<file path="config.mk">
export PLATFORM = sky130hd
export DESIGN_NAME = spi_slave_responder
export DESIGN_NICKNAME = d
export VERILOG_FILES = /design/src/rtl/spi_slave_responder.sv
export SDC_FILE = /design/constraint.sdc
export NUM_CORES = 1
export LEC_CHECK = 0
export CAP_MARGIN = 20
export CORE_MARGIN = 4
export CORE_UTILIZATION = 55
export DETAILED_ROUTE_END_ITERATION = 7
export HOLD_SLACK_MARGIN = 0.15
export PLACE_DENSITY = 0.86
export SETUP_SLACK_MARGIN = 0.15
export SLEW_MARGIN = 20
export SYNTH_ARGS = -nofsm -noshare
export SYNTH_HDL_FRONTEND = slang
export SYNTH_SLANG_ARGS = --single-unit
</file>
<file path="constraint.sdc">
create_clock -name trigger_clk -period 2.5 [get_ports trigger_clk]
set_clock_uncertainty 0.05 [all_clocks]
set_input_delay 0.5 -clock trigger_clk [delete_from_list [all_inputs] [get_ports trigger_clk]]
set_output_delay 0.5 -clock trigger_clk [all_outputs]
set_load 0.005 [all_outputs]
</file>
<file path="src/rtl/spi_slave_responder.sv">
// spi_slave_responder
//   SPI target for the SD-card / frequency-generator link. sclk, cs_n and
//   mosi are oversampled on trigger_clk; all four CPOL/CPHA modes are
//   supported, mode is latched at the start of each select. Frames are DATA_W
//   bits, LSB first unless MSB_FIRST. Back-to-back frames run without
//   toggling cs_n.
//
//   Build option: define SPI_SLAVE_RXFIFO_EN for a FIFO_DEPTH-entry RX FIFO;
//   otherwise RX storage is a single holding register.
//
// Ports
//   trigger_clk, rst_n   system clock (>= 8x sclk), async active-low reset
//   cpol, cpha           SPI mode, captured when synced cs_n falls
//   sclk, cs_n, mosi     asynchronous SPI inputs from the master
//   miso, miso_oe        serial data to the master and its output enable
//   tx_data/valid/ready  TX byte stream into a one-entry holding register
//   rx_data/valid/ready  RX byte stream out of RX storage
//   busy                 frame in progress
//   overrun, underrun    sticky error flags, cleared by a clear_err pulse
module spi_slave_responder #(
   parameter int unsigned       DATA_W      = 8,
   parameter int unsigned       SYNC_STAGES = 2,
   parameter bit                MSB_FIRST   = 1'b0,
   parameter logic [DATA_W-1:0] IDLE_FILL   = 8'hFF,
   parameter int unsigned       FIFO_DEPTH  = 4
) (
   input  logic              trigger_clk,
   input  logic              rst_n,
   input  logic              cpol,
   input  logic              cpha,
   input  logic              sclk,
   input  logic              cs_n,
   input  logic              mosi,
   output logic              miso,
   output logic              miso_oe,
   input  logic [DATA_W-1:0] tx_data,
   input  logic              tx_valid,
   output logic              tx_ready,
   output logic [DATA_W-1:0] rx_data,
   output logic              rx_valid,
   input  logic              rx_ready,
   output logic              busy,
   output logic              overrun,
   output logic              underrun,
   input  logic              clear_err
);

   localparam int unsigned   CW        = (DATA_W > 1) ? $clog2(DATA_W) : 1;
   localparam logic [CW-1:0] LAST_BIT  = CW'(DATA_W - 1);
   localparam logic [CW-1:0] FIRST_IDX = MSB_FIRST ? LAST_BIT : '0;

   typedef enum logic [1:0] {IDLE, LOAD, SHIFT} state_t;
   state_t state, state_nxt;

   logic [SYNC_STAGES-1:0] sclk_sync, cs_sync, mosi_sync;
   logic sclk_s, cs_s, mosi_s, sclk_d, cs_d;
   logic cpol_q, cpha_q;
   logic sclk_rise, sclk_fall, lead_edge, trail_edge, sample_edge, shift_edge;
   logic cs_fall, cs_rise;
   logic load_evt, do_sample, do_shift, byte_done;
   logic [CW-1:0] bit_cnt, bit_idx;
   logic [DATA_W-1:0] tx_hold, tx_sh, rx_sh, rx_word, word_q, load_byte;
   logic tx_full, tx_wr, done_q, rx_room, rx_pop;

   assign sclk_s = sclk_sync[SYNC_STAGES-1];
   assign cs_s   = cs_sync[SYNC_STAGES-1];
   assign mosi_s = mosi_sync[SYNC_STAGES-1];

   always_ff @(posedge trigger_clk or negedge rst_n) begin
      if (!rst_n) begin
         sclk_sync <= '0;
         cs_sync   <= '1;
         mosi_sync <= '0;
         sclk_d    <= 1'b0;
         cs_d      <= 1'b1;
      end else begin
         sclk_sync <= {sclk_sync[SYNC_STAGES-2:0], sclk};
         cs_sync   <= {cs_sync[SYNC_STAGES-2:0], cs_n};
         mosi_sync <= {mosi_sync[SYNC_STAGES-2:0], mosi};
         sclk_d    <= sclk_s;
         cs_d      <= cs_s;
      end
   end

   assign sclk_rise   = sclk_s & ~sclk_d;
   assign sclk_fall   = ~sclk_s & sclk_d;
   assign lead_edge   = cpol_q ? sclk_fall : sclk_rise;
   assign trail_edge  = cpol_q ? sclk_rise : sclk_fall;
   assign sample_edge = cpha_q ? trail_edge : lead_edge;
   assign shift_edge  = cpha_q ? lead_edge : trail_edge;
   assign cs_fall     = ~cs_s & cs_d;
   assign cs_rise     = cs_s & ~cs_d;

   // bit_cnt counts sample edges since the last load; indexing miso by it
   // makes the first shift edge after any load repeat the first bit, which
   // covers both the cpha=1 frame start and the cpha=0 back-to-back reload.
   assign bit_idx   = MSB_FIRST ? (LAST_BIT - bit_cnt) : bit_cnt;
   assign load_byte = tx_full ? tx_hold : IDLE_FILL;
   assign tx_wr     = tx_valid & ~tx_full;
   assign tx_ready  = ~tx_full;
   assign busy      = (state != IDLE);

   always_comb begin
      rx_word          = rx_sh;
      rx_word[bit_idx] = mosi_s;
   end

   always_ff @(posedge trigger_clk or negedge rst_n) begin
      if (!rst_n) state <= IDLE;
      else        state <= state_nxt;
   end

   always_comb begin
      state_nxt = state;
      load_evt  = 1'b0;
      do_sample = 1'b0;
      do_shift  = 1'b0;
      byte_done = 1'b0;
      if (cs_rise) begin
         state_nxt = IDLE;
      end else begin
         case (state)
            IDLE: begin
               if (cs_fall) begin
                  state_nxt = LOAD;
                  load_evt  = 1'b1;
               end
            end
            LOAD, SHIFT: begin
               state_nxt = SHIFT;
               do_sample = sample_edge;
               do_shift  = shift_edge;
               if (sample_edge && (bit_cnt == LAST_BIT)) begin
                  byte_done = 1'b1;
                  load_evt  = 1'b1;
               end
            end
            default: state_nxt = IDLE;
         endcase
      end
   end

   always_ff @(posedge trigger_clk or negedge rst_n) begin
      if (!rst_n) begin
         cpol_q   <= 1'b0;
         cpha_q   <= 1'b0;
         tx_hold  <= '0;
         tx_full  <= 1'b0;
         tx_sh    <= '0;
         miso     <= 1'b0;
         miso_oe  <= 1'b0;
         bit_cnt  <= '0;
         rx_sh    <= '0;
         done_q   <= 1'b0;
         word_q   <= '0;
         underrun <= 1'b0;
         overrun  <= 1'b0;
      end else begin
         if ((state == IDLE) && cs_fall) begin
            cpol_q <= cpol;
            cpha_q <= cpha;
         end
         if (tx_wr) tx_hold <= tx_data;
         // A load consumes the old content; a write in the same cycle refills.
         tx_full <= tx_wr | (tx_full & ~load_evt);
         if (load_evt) tx_sh <= load_byte;
         if (cs_rise) begin
            miso    <= 1'b0;
            miso_oe <= 1'b0;
         end else if (load_evt) begin
            miso    <= load_byte[FIRST_IDX];
            miso_oe <= 1'b1;
         end else if (do_shift) begin
            miso <= tx_sh[bit_idx];
         end
         if (cs_rise || load_evt) bit_cnt <= '0;
         else if (do_sample)      bit_cnt <= bit_cnt + 1'b1;
         if (do_sample) rx_sh <= rx_word;
         done_q <= byte_done;
         if (byte_done) word_q <= rx_word;
         underrun <= (load_evt & ~tx_full) | (underrun & ~clear_err);
         overrun  <= (done_q & ~rx_room) | (overrun & ~clear_err);
      end
   end

`ifdef SPI_SLAVE_RXFIFO_EN
   localparam int unsigned PW = (FIFO_DEPTH > 1) ? $clog2(FIFO_DEPTH) : 1;
   localparam logic [PW:0] FULL_CNT = (PW + 1)'(FIFO_DEPTH);

   logic [DATA_W-1:0] fifo_mem [FIFO_DEPTH];
   logic [PW-1:0]     wr_ptr, rd_ptr;
   logic [PW:0]       fill;
   logic              rx_push;

   assign rx_valid = (fill != '0);
   assign rx_data  = fifo_mem[rd_ptr];
   assign rx_pop   = rx_valid & rx_ready;
   assign rx_room  = (fill != FULL_CNT) | rx_pop;
   assign rx_push  = done_q & rx_room;

   always_ff @(posedge trigger_clk or negedge rst_n) begin
      if (!rst_n) begin
         wr_ptr <= '0;
         rd_ptr <= '0;
         fill   <= '0;
         for (int unsigned i = 0; i < FIFO_DEPTH; i++) fifo_mem[i] <= '0;
      end else begin
         if (rx_push) begin
            fifo_mem[wr_ptr] <= word_q;
            wr_ptr           <= wr_ptr + 1'b1;
         end
         if (rx_pop) rd_ptr <= rd_ptr + 1'b1;
         fill <= fill + {{PW{1'b0}}, rx_push} - {{PW{1'b0}}, rx_pop};
      end
   end
`else
   assign rx_pop  = rx_valid & rx_ready;
   assign rx_room = ~rx_valid | rx_ready;

   always_ff @(posedge trigger_clk or negedge rst_n) begin
      if (!rst_n) begin
         rx_data  <= '0;
         rx_valid <= 1'b0;
      end else if (done_q && rx_room) begin
         rx_data  <= word_q;
         rx_valid <= 1'b1;
      end else if (rx_pop) begin
         rx_valid <= 1'b0;
      end
   end
`endif

endmodule

</file>
# == Yosys cells after proc, flatten, opt, wreduce, memory -nomap -nowiden ==
# Index checks and enable logic that the tools add are counted.
# word_totals
regBits,62
input_bits,18
output_inout_bits,15
word_cells,96
# op_classes
n_addsub,1
order_cmp,2
eq_ne,4
n_mux,32
bitwise,24
n_reduce_logical,12
# op_table
op,count
$mux W1,22
$and A1 B1 Y1,11
$not A1 Y1,9
$bwmux W8,1
$mux W8,1
$reduce_bool A2 Y1,4
$mux W3,2
$logic_and A1 B1 Y1,4
$lt A3 B4 Y1 const B,1
$mux W2,2
$or A1 B1 Y1,4
$pmux W2 S2,1
$add A3 B1 Y3 const B,1
$bmux W1 S3,1
$demux W1 S3,1
$eq A3 B3 Y1 const B,1
$ge A3 B1 Y1 const B,1
$ne A3 B3 Y1 const B,1
$reduce_bool A3 Y1,1
$eq A2 B1 Y1 const B,1
$eq A2 B2 Y1 const B,1
$logic_not A2 Y1,1
$pmux W1 S2,1
$reduce_or A2 Y1,1
$logic_or A1 B1 Y1,1

# == Longest topological paths before layout ==
# depth
depth_word,11
depth_mapped,8
depth_no_buf,7

# == Worst setup path after synthesis ==
# OpenSTA, ideal clock, no wires.
# synth_timing
path_type,register to register
startpoint,reg state[0]
endpoint,reg tx_sh[0]
setup_ns,0.125
arrival_time_ns,1.788
required_ns,2.325
path_slack_ns,0.538
stages_incl_launch_ff,8
n_path_buf,0
period_less_slack_ns,1.962
path_cell_list,dfrtp_1 -> inv_1 -> ha_1 -> nand3b_1 -> mux2i_2 -> a31oi_4 -> nor2_8 -> mux2_2
# synth_between
elab_chain_cells,4
word_cells_on_any_way,6
cone_classes,2 x eq/ne; 2 x mux; 2 x reduce/logical
# synth_lines
element,line,source
from (decl),53,"state_t state, state_nxt;"
from (signal assigned),110,else state <= state_nxt;
$eq A2 B1 Y1 / $eq A2 B2 Y1 (equally long branches),122,case (state)
$reduce_or A2 Y1,122,
$pmux W1 S2 (*),122,
$mux W1 (*),119,if (cs_rise) begin
to (signal assigned),166,if (load_evt) tx_sh <= load_byte;
to (decl),62,"logic [DATA_W-1:0] tx_hold, tx_sh, rx_sh, rx_word, word_q, load_byte;"
# Mark *: on every way between the ends. The rest lies on a longest branch, timed or not.
# A chain may end at the register's enable or synchronous reset.

# == Final worst setup path ==
# layout_timing
startpoint,reg state[0]
endpoint,out busy
# layout_between
elab_chain_cells,1
# layout_lines
element,line,source
$reduce_bool A2 Y1,101,assign busy = (state != IDLE);
to (decl),42,"output logic busy,"
# Every way passes these cells.

==> key figures <==
Die
  – Die height: between 70 and 80 um
  – Core Area: about 4800 sq um
  – # rows: 25
  – Die Wd: between 70 and 80 um
  – Ports: 33
  – Die ar.: just over 6000 sq um
  – Initial Utilization: 0.5753

Yosys
  – Synth area leaders: dfrtp_1 53%, mux2_2 13%, mux2i_1 3.6%, nand2b_1 2.9%, dfstp_2 2.8%
  – Synth area leader: dfrtp_1
  – Synth Cell Area: 2771 sq um
  – Mux cell area share after synthesis: 0.2050
  – Average size of a mapped cell: between 10 and 15 sq um
  – Net count of the mapped netlist: between 200 and 250
  – Async set-reset flop share out of synthesis: 1.000
  – Compound-Gate Fraction of Synth Area: 0.05688
  – Synth Area in Adders: 0.02709
  – Synthesized instance count: ~220
  – Seq/Total Area, Yosys: 0.5612
  – XOR/XNOR Fraction of Synth Area: 0.005869
  – Synth Register Bits: 62
  – Number of flops mapped to enable cells by yosys: 0
  – Top-area cell type share of the netlist area: 0.5327
  – Largest family of logic cells by synthesized area: multiplexers
  – Synth warnings: 0
  – Simple-gate share of the synthesized area: 0.1088
  – Netlist cell types: 36
  – Most used DFF post-synth: dfrtp_1

Layout
  – # fillers: between 300 and 400
  – Most common cell after layout, fill and taps aside: dfrtp_1
  – Commonest cells after routing, fill and taps aside: 59 x dfrtp_1, 31 x mux2_2, 31 x clkdlybuf4s50_1
  – Nets: approximately 280
  – Finished Layout Cells: about 330
  – N_diodes: 0
  – Layout cells sized above 1: 0.2481
  – Area Overhead vs Synth: 21.04%

Worst setup path
  – R2R Setup Slk: between 400 and 500 ps
  – Crit Reg-Reg Endpoint: tx_sh[1]$_DFFE_PN0P_
  – CP Capture Type: output pin
  – Delay-heaviest family, CP: buffers and inverters
  – Critical path class: register to output pin
  – Crit path required time: 1950 ps
  – Most used cell, CP: inv_1
  – Worst reg2reg path startpoint: state[1]$_DFFE_PN0P_
  – Cell-by-cell trace of the critical path: inv_1 -> ha_1 -> inv_1 -> clkdlybuf4s50_1
  – WP data arrival: roughly 1600 ps
  – Critical-path maximum fanout: 4
  – Worst path max stage delay: about 500 ps
  – Crit path buf inv count: 3
  – Critical-path top delay cell: clkdlybuf4s50_1
  – Reg2reg path depth: 7
  – Worst Setup Start Kind: register

Routing
  – DRT antenna net count: 0
  – Vias: 1692
  – Post-route DRC: 0
  – Vias per Instance: slightly above 5
  – Wire per inst: ~13 um
  – DRT Pass-1 Iters: 4
  – Post-Route WL: 4.433 mm
  – Initial drt markers: 111

Clocking
  – Root buffer cell: clkbuf_8
  – CTS tree: built
  – CTS sink cnt: a little over 60
  – Htree depth: 3
  – Worst-Skew Late Latency: 320 ps
  – Number of CTS-inserted buffers: 9
  – Clock-pin slew on the worst setup and hold paths: about 60 ps
  – Bufs on Longest Clock Path: 2

STA
  – Measured slew at the worst slew-check pin: between 400 and 500 ps
  – Setup tns final: 0 ps
  – Worst rel slew slack: 0.6676
  – Fin crit share: 0.8530
  – Fmax: around 0.47 GHz
  – RSZ-0062 raised after global routing: no
  – Max Slew Vio Count: 0
  – Final setup viols: 0
  – Final hold vios: 0
  – Fin crit period: between 2000 and 2500 ps

Place
  – Final HPWL DP: 3.143 mm
  – GP Congestion: roughly 0.76
  – Port bufs: 32
  – Dpl cells: ~310

Pwr
  – Total internal power: 2127 uW
  – Final Power: a little under 3000 uW
  – Logic pwr share: 0.281
  – Sw Pwr: between 800 and 900 uW
  – Lkg Pwr: 0.001536 uW
  – Sw Ratio: 0.2818
  – Sequential Power Share: 0.468
  – PwrDens: slightly below 900 nW/um^2
  – Maximum vdd drop: between 500 and 600 uV
  – Clk pwr share: 0.251

Min path
  – Hold Path Class: register to register
  – Hold Startpoint: mosi_sync[0]$_DFF_PN0_
  – Hold path cells: 0
  – Hold EP: mosi_sync[1]$_DFF_PN0_

Global route
  – Vias in the first global route: 1718
  – Initial antenna violation count: 0
  – Total grt overflow: 0
  – Largest net degree at the start of global routing: 54
  – First-pass GRT wire length: about 7.6 mm
  – Total global-route track usage: 0.1594

Flow run
  – MaxCap Viol Count: 0

Outcome
  – Result of the run: complete, no violations
metal layers:
metal,up-vias,part of all wire,track usage
met5,-,0,0
met4,0,0.019,0.08247
met3,10,0.040,0.03855
met2,35,0.49,0.2677
met1,822,0.45,0.1897
li1,825,-,-
synthesized netlist by cell type, drive strengths merged (2+ instances only):
cell type and instances:
dfrtp 59, mux2 35, a21oi 4, nand3 5, buf 2, dfstp 3
nor3 3, nor2 10, o21ai 10, mux4 2, nand2 19, nor2b 3
inv 14, nand2b 13, a22o 2, ha 6, nand3b 2, clkbuf 5
mux2i 11
area by class of cell:
type / instances / area, sq um / area share
Sequential cell: 62 / 1555 / 0.4636
Clock buffer: 14 / 162.7 / 0.04849
Multi-Input combinational cell: 134 / 1127 / 0.3361
Clock inverter: 1 / 5.005 / 0.001492
Inverter: 14 / 52.55 / 0.01567
Tap cell: 67 / 83.83 / 0.02499
Timing Repair Buffer: 37 / 367.9 / 0.1097
per-stage QoR:
step	utilization	hold WS (ps)	setup WS (ps)	area, sq um
after detailed placement	0.6577	285.5	344.3	3168
final	0.6964	298.3	367.6	3354
after floorplan	-	154.4	537.7	2771
after global placement	0.6577	284.3	428.3	3168
after CTS	0.6945	299.5	345.1	3346
after global routing	0.6964	306.5	256.7	3354
cell families (layout without fill, tap and decap cells):
| group | after synthesis | in the layout |
|---|---|---|
| adder cells (fa/ha/maj) | 6 | 6 |
| AO/OA/AOI/OAI | 23 | 23 |
| XOR/XNOR | 1 | 1 |
| flip-flops | 62 | 62 |
| AND/OR/NAND/NOR | 56 | 56 |
| multiplexers | 48 | 48 |
| buffers and inverters | 21 | 66 |
repair_timing:
action | in CTS | in global routing
buffers inserted | 0 | 0
resized for setup | 0 | 1
hold endpoints to repair | 8 | 0
setup endpoints to repair | 0 | 1
hold buffers | 1 | 0
power by group through the flow:
stage	logic, uW	clock network [uW]	registers [uW]
final	832	745	1390
after CTS	820	761	1390
after detailed placement	818	0	1410
after global routing	919	809	1420
after global placement	791	0	1390
after floorplan	633	0	1340
worst max path at each step:
| stage | slack (ps) | startpoint | depth (start not counted) | end |
|---|---|---|---|---|
| 2_1_floorplan | 540 | state[0]$_DFFE_PN0P_ | 7 | tx_sh[0]$_DFFE_PN0P_ |
| 3_3_place_gp | 430 | state[1]$_DFFE_PN0P_ | 7 | tx_sh[5]$_DFFE_PN0P_ |
| 3_5_place_dp | 340 | state[1]$_DFFE_PN0P_ | 7 | tx_sh[3]$_DFFE_PN0P_ |
| 4_1_cts | 350 | state[1]$_DFFE_PN0P_ | 7 | tx_sh[7]$_DFFE_PN0P_ |
| 5_1_grt | 260 | state[1]$_DFFE_PN0P_ | 7 | rx_sh[0]$_DFFE_PN0P_ |
| 6_report | 370 | state[0]$_DFFE_PN0P_ | 4 | busy |
registers in the layout (all words and copies together), names as in the netlist, 3 cells and up:
name / count
bit_cnt: 3
tx_hold: 8
word_q: 8
tx_sh: 8
rx_sh: 8
rx_data: 8
(Power assumes the default switching activity.)
